===== config.mk =====
export PLATFORM = sky130hd
export DESIGN_NAME = imem_sequencer_flat
export DESIGN_NICKNAME = d
export VERILOG_FILES = /design/src/rtl/imem_sequencer_pkg.sv /design/src/rtl/imem_sequencer_if.sv /design/src/rtl/imem_sequencer.sv /design/src/flat_wrapper.sv
export SDC_FILE = /design/constraint.sdc
export NUM_CORES = 1
export LEC_CHECK = 0
export CAP_MARGIN = 20
export CORE_ASPECT_RATIO = 2
export CORE_MARGIN = 2
export CORE_UTILIZATION = 37
export CTS_CLUSTER_SIZE = 20
export DETAILED_ROUTE_END_ITERATION = 16
export GPL_TIMING_DRIVEN = 0
export PLACE_DENSITY = 0.89
export SYNTH_ARGS = -nofsm -noshare
export SYNTH_HDL_FRONTEND = slang
export SYNTH_SLANG_ARGS = --single-unit

===== constraint.sdc =====
create_clock -name clk -period 1.9 [get_ports clk]
set_input_delay 0.38 -clock clk [delete_from_list [all_inputs] [get_ports clk]]
set_output_delay 0.38 -clock clk [all_outputs]
set_load 0.03 [all_outputs]

===== src/rtl/imem_sequencer_pkg.sv =====
// Shared sizing defaults and controller state type for the instruction-memory sequencer.
package imem_seq_pkg;
  localparam int SEQ_DEPTH = 8;
  localparam int SEQ_AW    = 3;
  localparam int SEQ_IW    = 12;

  typedef enum logic [2:0] {
    ST_IDLE,
    ST_LOAD,
    ST_FETCH,
    ST_ISSUE,
    ST_HALT
  } seq_state_e;
endpackage


===== src/rtl/imem_sequencer_if.sv =====
// Instruction issue handshake between the sequencer and the datapath.
interface imem_sequencer_if #(
  parameter int IW = 12
) ();
  logic [IW-1:0] instr;
  logic          instr_valid;
  logic          instr_ready;

  modport master (output instr, output instr_valid, input instr_ready);
  modport slave  (input instr, input instr_valid, output instr_ready);
endinterface


===== src/rtl/imem_sequencer.sv =====
// Loads a program into instruction memory, then fetches and issues it one word
// per FETCH+ISSUE pair, with jump redirect and halt on issue acceptance.
import imem_seq_pkg::*;

module imem_sequencer #(
  parameter int DEPTH = SEQ_DEPTH,
  parameter int AW    = SEQ_AW,
  parameter int IW    = SEQ_IW
) (
  input  logic               clk,
  input  logic               reset,
  input  logic               prog_start,
  input  logic               prog_valid,
  input  logic [IW-1:0]      prog_data,
  output logic               prog_ready,
  input  logic               run,
  input  logic               halt_req,
  input  logic               jump_valid,
  input  logic [AW-1:0]      jump_target,
  output logic [AW-1:0]      im_index,
  output logic [IW-1:0]      im_data,
  output logic               im_load,
  input  logic [IW-1:0]      im_out,
  imem_sequencer_if.master   issue,
  output logic [AW-1:0]      pc,
  output logic               load_done,
  output logic               halted
);
  localparam logic [AW-1:0] LAST_IDX = AW'(DEPTH - 1);

  seq_state_e    state_reg, state_next;
  logic [AW-1:0] pc_reg, pc_next;
  logic [AW-1:0] wptr_reg, wptr_next;
  logic [IW-1:0] instr_reg, instr_next;
  logic          load_done_reg, load_done_next;
  logic [AW-1:0] pc_inc;

  always_ff @(posedge clk or negedge reset) begin
    if (!reset) begin
      state_reg     <= ST_IDLE;
      pc_reg        <= '0;
      wptr_reg      <= '0;
      instr_reg     <= '0;
      load_done_reg <= 1'b0;
    end else begin
      state_reg     <= state_next;
      pc_reg        <= pc_next;
      wptr_reg      <= wptr_next;
      instr_reg     <= instr_next;
      load_done_reg <= load_done_next;
    end
  end

  // Explicit wrap keeps the PC inside the array even if DEPTH is not a power of two.
  assign pc_inc = (pc_reg == LAST_IDX) ? '0 : pc_reg + 1'b1;

  always_comb begin
    state_next     = state_reg;
    pc_next        = pc_reg;
    wptr_next      = wptr_reg;
    instr_next     = instr_reg;
    load_done_next = 1'b0;
    case (state_reg)
      ST_IDLE: begin
        if (prog_start) begin
          state_next = ST_LOAD;
          wptr_next  = '0;
        end else if (run) begin
          state_next = ST_FETCH;
          pc_next    = '0;
        end
      end
      ST_LOAD: begin
        if (prog_valid) begin
          if (wptr_reg == LAST_IDX) begin
            state_next     = ST_IDLE;
            wptr_next      = '0;
            load_done_next = 1'b1;
          end else begin
            wptr_next = wptr_reg + 1'b1;
          end
        end
      end
      ST_FETCH: begin
        instr_next = im_out;
        state_next = ST_ISSUE;
      end
      ST_ISSUE: begin
        if (issue.instr_ready) begin
          pc_next    = jump_valid ? jump_target : pc_inc;
          state_next = halt_req ? ST_HALT : ST_FETCH;
        end
      end
      ST_HALT: begin
        if (prog_start) begin
          state_next = ST_LOAD;
          wptr_next  = '0;
        end else if (run) begin
          state_next = ST_FETCH;
        end
      end
      default: state_next = ST_IDLE;
    endcase
  end

  assign prog_ready        = (state_reg == ST_LOAD);
  assign im_load           = prog_ready && prog_valid;
  assign im_index          = prog_ready ? wptr_reg : pc_reg;
  assign im_data           = prog_data;
  assign issue.instr       = instr_reg;
  assign issue.instr_valid = (state_reg == ST_ISSUE);
  assign pc                = pc_reg;
  assign load_done         = load_done_reg;
  assign halted            = (state_reg == ST_HALT);
endmodule


===== src/flat_wrapper.sv =====
// flat-port wrapper written by rule: the top's interface ports become plain ports
module imem_sequencer_flat 
#(
  parameter int DEPTH = SEQ_DEPTH,
  parameter int AW    = SEQ_AW,
  parameter int IW    = SEQ_IW
)
  (clk, reset, prog_start, prog_valid, prog_data, prog_ready, run, halt_req, jump_valid, jump_target, im_index, im_data, im_load, im_out, pc, load_done, halted, issue_instr, issue_instr_valid, issue_instr_ready);
  imem_sequencer_if #(.IW(IW)) issue_i ();
  input  logic clk;
  input  logic reset;
  input  logic prog_start;
  input  logic prog_valid;
  input  logic [IW-1:0] prog_data;
  output logic prog_ready;
  input  logic run;
  input  logic halt_req;
  input  logic jump_valid;
  input  logic [AW-1:0] jump_target;
  output logic [AW-1:0] im_index;
  output logic [IW-1:0] im_data;
  output logic im_load;
  input  logic [IW-1:0] im_out;
  output logic [AW-1:0] pc;
  output logic load_done;
  output logic halted;
  output wire logic [$bits(issue_i.instr)-1:0] issue_instr;
  output wire logic [$bits(issue_i.instr_valid)-1:0] issue_instr_valid;
  input wire logic [$bits(issue_i.instr_ready)-1:0] issue_instr_ready;
  assign issue_instr = issue_i.instr;
  assign issue_instr_valid = issue_i.instr_valid;
  assign issue_i.instr_ready = issue_instr_ready;
  imem_sequencer #(.DEPTH(DEPTH), .AW(AW), .IW(IW)) u_core (.clk(clk), .reset(reset), .prog_start(prog_start), .prog_valid(prog_valid), .prog_data(prog_data), .prog_ready(prog_ready), .run(run), .halt_req(halt_req), .jump_valid(jump_valid), .jump_target(jump_target), .im_index(im_index), .im_data(im_data), .im_load(im_load), .im_out(im_out), .issue(issue_i), .pc(pc), .load_done(load_done), .halted(halted));
endmodule

==> Yosys cells after proc, flatten, opt, wreduce, memory -nomap -nowiden <==
Index checks and enable logic that the tools add are counted.
{ "word_totals": {"ff_bits": 22, "inputBits": 35, "wordCells": 49} }
{ "classes": {"n_addsub": 2, "n_eq_ne": 13, "n_mux": 21, "reduce_logical": 8} }
{ "op_table": {"columns": ["operator", "count"], "rows": [
  ["3-bit two-way mux", 15],
  ["3-bit one-hot mux with 2 select lines", 2],
  ["3-bit one-hot mux with 4 select lines", 1],
  ["3-bit == test (second input constant)", 3],
  ["2-bit inequality test (second input constant)", 4],
  ["4-bit AND reduction", 2],
  ["3-bit by 1-bit adder with 3-bit output (second input constant)", 2],
  ["3-bit by 2-bit == test with 1-bit output (second input constant)", 2],
  ["2-bit by 1-bit inequality test with 1-bit output (second input constant)", 2],
  ["2-bit nonzero test", 2],
  ["3-bit by 1-bit == test with 1-bit output (second input constant)", 1],
  ["3-bit logical NOT", 1],
  ["1-bit two-way mux", 3],
  ["3-bit by 1-bit inequality test with 1-bit output (second input constant)", 1],
  ["3-bit AND reduction", 1],
  ["2-bit OR reduction", 1],
  ["1-bit logical AND", 1]
]} }

==> Logic depth before layout (Yosys ltp) <==
{ "logic_depth": {"ltp_word": 5, "ltp_mapped": 5, "mapped_depth_nobuf": 5} }

==> Worst setup path before layout <==
No wires, ideal clock.
{ "synth_timing": {"path_kind": "register -> output", "start": "reg u_core.state_reg[2]", "end": "out im_index[0]", "arrival_time_ps": 1472, "required_ps": 1520, "setup_slack_ps": 48, "path_stages_with_launch": 4, "path_buffers": 1, "path_cell_list": "dfrtp_1 > buf_2 > nor3b_4 > mux2_2"} }
{ "synth_via": {"elab_chain_cells": 2} }
{ "synth_rtl": {"columns": ["element", "line_no", "rtl"], "rows": [
  ["start, declared", "imem_sequencer.sv:31", "seq_state_e state_reg, state_next;"],
  ["start signal, assigned", "imem_sequencer.sv:46", "state_reg <= state_next;"],
  ["3-bit by 1-bit == test with 1-bit output", "imem_sequencer.sv:106", "assign prog_ready = (state_reg == ST_LOAD);"],
  ["via prog_ready", "flat_wrapper.sv:15", "output logic prog_ready;"],
  ["3-bit two-way mux", "imem_sequencer.sv:108", "assign im_index = prog_ready ? wptr_reg : pc_reg;"],
  ["end, declared", "flat_wrapper.sv:20", "output logic [AW-1:0] im_index;"]
]} }
The timed path passes the listed nets, and every way through them passes these cells.

==> Final worst setup path <==
{ "layout_timing": {"start": "reg u_core.state_reg[2]", "end": "out im_index[0]"} }
{ "layout_via": {"elab_chain_cells": 2} }
{ "layout_rtl": {"columns": ["element", "line_no"], "rows": [
  ["3-bit by 1-bit == test with 1-bit output", "imem_sequencer.sv:106"],
  ["3-bit two-way mux", "imem_sequencer.sv:108"]
]} }
Every way passes these cells.

==> summary.txt <==
Seq cells post-synth -> 22
Max Slew Vio Count -> 0
Post-layout minimum cycle time -> 1.87 ns
Status -> complete, no violations
Number of distinct library cells after synthesis -> 31
Setup repair after global routing missed its margin -> true
Worst Hold Class -> in -> async
Max Cap Viol -> 0
Initial antenna violation count -> 0
Portion of synthesized cell area occupied by the leading cell type -> 47.1%
Worst-Skew Late Latency -> 0.26 ns
Total negative slack -> 0 ns
Vertical die dimension -> 83.5 um
Synthesized area per cell -> 11.4 um2
Detailed Routing Iterations Pass 1 -> 4
Biggest fanout along the worst timing path -> 3
Antenna diode count -> 0
Number of nets produced by synthesis -> 142
Commonest cells after routing, fill and taps aside -> 50 x sky130_fd_sc_hd__clkdlybuf4s50_1, 22 x sky130_fd_sc_hd__dfrtp_1, 18 x sky130_fd_sc_hd__buf_4, 12 x sky130_fd_sc_hd__mux2_2
Residual overflow from global routing -> 0
Total Routing Usage GR -> 17.7%
Final Total Pwr -> 3120 uW
Cell area after technology mapping -> 1170 um2
Final net count -> 212
DRT Wirelength -> 3.13 mm
Period Utilization, post-route -> 98.5%
Pwr dens -> 1640 nW/um2
Die Span X -> 43.8 um
Detailed-route vias per instance -> 5.39
Dominant cell type by area after synthesis -> sky130_fd_sc_hd__dfrtp_1
Drt initial violations -> 13
Post-Place Worst Slack -> -0.339 ns
Largest register FFs -> 12
Final setup fails -> 0
Endpoint type of the worst setup path -> output pin
Storage cell area -> 551 um2
Die ar. -> 3650 um2
Data required time of the worst path -> 1.52 ns
Share of the yosys chip area belonging to registers -> 47.1%
Biggest area contributors in the synthesized netlist -> sky130_fd_sc_hd__dfrtp_1 47%, sky130_fd_sc_hd__mux2_2 13%, sky130_fd_sc_hd__buf_4 7.7%
Initial standard-cell utilization of the core -> 39.3%
Clock transition time at the flip-flop clock pins of the worst setup and hold paths -> 0.07 ns
Number of nets still failing antenna checks after routing -> 0
H-tree Lvls -> 1
Number of placed I/O pins -> 70
Area used by multi-input combinational logic -> 503 um2
CTS Root Buffer Type -> sky130_fd_sc_hd__clkbuf_8
Area growth, synth to finish -> 62.7%
Via count of the first global-routing pass -> 1147
Worst reg2reg path startpoint -> u_core.state_reg[1]
Port buffer count -> 57
Peak Freq -> 534 MHz
Final Wtd Congestion -> 0.765
Via count of the routed design -> 1083
Worst IR drop on VDD -> 0.703 mV
Detail-routed net length per standard cell -> 15.6 um
Standard cell core area -> 2980 um2
Sort of element at the start of the critical path -> flip-flop
Wire length of the first global-routing pass -> 5.04 mm
Total CTS buffers -> 3
Headroom to the max-slew limit -> 69.1%
# clock sinks -> 22
Critical path data arrival time -> 1.49 ns
Reported leakage power -> 0.000855 uW
Length in cells of the worst reg-to-reg path -> 6
Number of failing hold endpoints at the final stage -> 0
Total of warnings raised by yosys -> 0
DRC violations left -> 0
Max Clock Skew -> 0.000884 ns
Tightest Pin Transition -> 0.459 ns
CP startpoint -> u_core.state_reg[2]
Buffers from clock root to sink, at most -> 2
Startpoint-to-endpoint class of the critical path -> reg -> out
Post-synthesis cell count -> 103
Final worst slack -> 0.0291 ns
TritonCTS clock tree -> yes
Cell row count -> 28
Final HPWL from detailed placement -> 2.33 mm
Filler cell count in the final layout -> 230
Largest net degree at the start of global routing -> 23
Utilization after layout -> 63.9%
Most common library cell in the layout ignoring fill and taps -> sky130_fd_sc_hd__clkdlybuf4s50_1
Fraction of layout cells with a size suffix above 1 -> 32.2%
==> metal layers <==
metal | track usage [%] | vias to the layer above | routed length [um]
met1 | 19.1 | 525 | 1010
li1 | - | 492 | -
met3 | 3.25 | 6 | 259
met5 | 0 | - | 0
met2 | 31.6 | 60 | 1800
met4 | 7.44 | 0 | 57
==> cell usage after synthesis (all sizes together) <==
| master | count |
|---|---|
| o41ai | 1 |
| nor2 | 2 |
| o21ai | 4 |
| buf | 16 |
| inv | 6 |
| ha | 4 |
| mux2i | 2 |
| nand3 | 1 |
| dfrtp | 22 |
| o22ai | 4 |
| nand3b | 1 |
| a21oi | 5 |
| nor4bb | 1 |
| a22o | 2 |
| a32o | 1 |
| nor3b | 1 |
| mux2 | 13 |
| a31oi | 1 |
| and4bb | 1 |
| o211ai | 1 |
| and2 | 2 |
| or4b | 1 |
| nor3 | 3 |
| nor4 | 1 |
| nor2b | 2 |
| nand2 | 4 |
| nand4b | 1 |
==> what timing repair did <==
action,4_1_cts,5_1_grt
pin swaps,1,1
setup buffers,3,4
gates resized for setup,37,14
endpoints found under the setup margin,7,7
hold buffers,0,0
==> path summary, 6_finish.rpt <==
path                                           to  slack [ns]
max                                   im_index[0]        0.03
min                         u_core.issue.instr[4]        0.41
max reg2reg                 u_core.issue.instr[0]        0.23
min reg2reg                u_core.issue.instr[10]        0.51
max in group asynchronous   u_core.issue.instr[2]        1.06
min in group clk           u_core.issue.instr[10]        0.51
==> report_power, final <==
group / total [uW] / switching (uW) / internal (uW)
Clock: 282 / 141 / 142
Sequential: 839 / 155 / 684
Combinational: 2000 / 1060 / 943
Total: 3120 / 1350 / 1770
==> cell families after synthesis <==
kind of cell / after synthesis / synth area share, %
AOI/OAI and AO/OA: 19 / 10.6
adders and majority gates: 4 / 4.28
and+or+nand+nor: 21 / 12.5
buffers and inverters: 22 / 11.3
DFF: 22 / 47.1
muxes: 15 / 14.2
==> area by class of cell <==
| type | count | share of cell area, % |
|---|---|---|
| sequential | 22 | 28.9 |
| timing repair buffer | 65 | 32.9 |
| multi-input combinational | 59 | 26.4 |
| buffer | 16 | 6.44 |
| clock buffer | 3 | 2.17 |
| tap | 30 | 1.97 |
| inverter | 6 | 1.18 |
==> stage by stage <==
step | hold WS [ns] | instance area, um2 | cells
floorplan | 0.0844 | 1170 | 103
global placement | 0.490 | 1780 | 190
detailed placement | 0.496 | 1780 | 190
CTS | 0.513 | 1860 | 196
global route | 0.430 | 1900 | 201
finish | 0.409 | 1900 | 201
==> worst max-delay path, stage by stage (launching register included) <==
cell and delay, ns:
sky130_fd_sc_hd__dfrtp_1 0.41, sky130_fd_sc_hd__buf_6 0.14, sky130_fd_sc_hd__nor3b_4 0.22, sky130_fd_sc_hd__mux2_4 0.32, sky130_fd_sc_hd__buf_6 0.14
(Power assumes the default switching activity.)
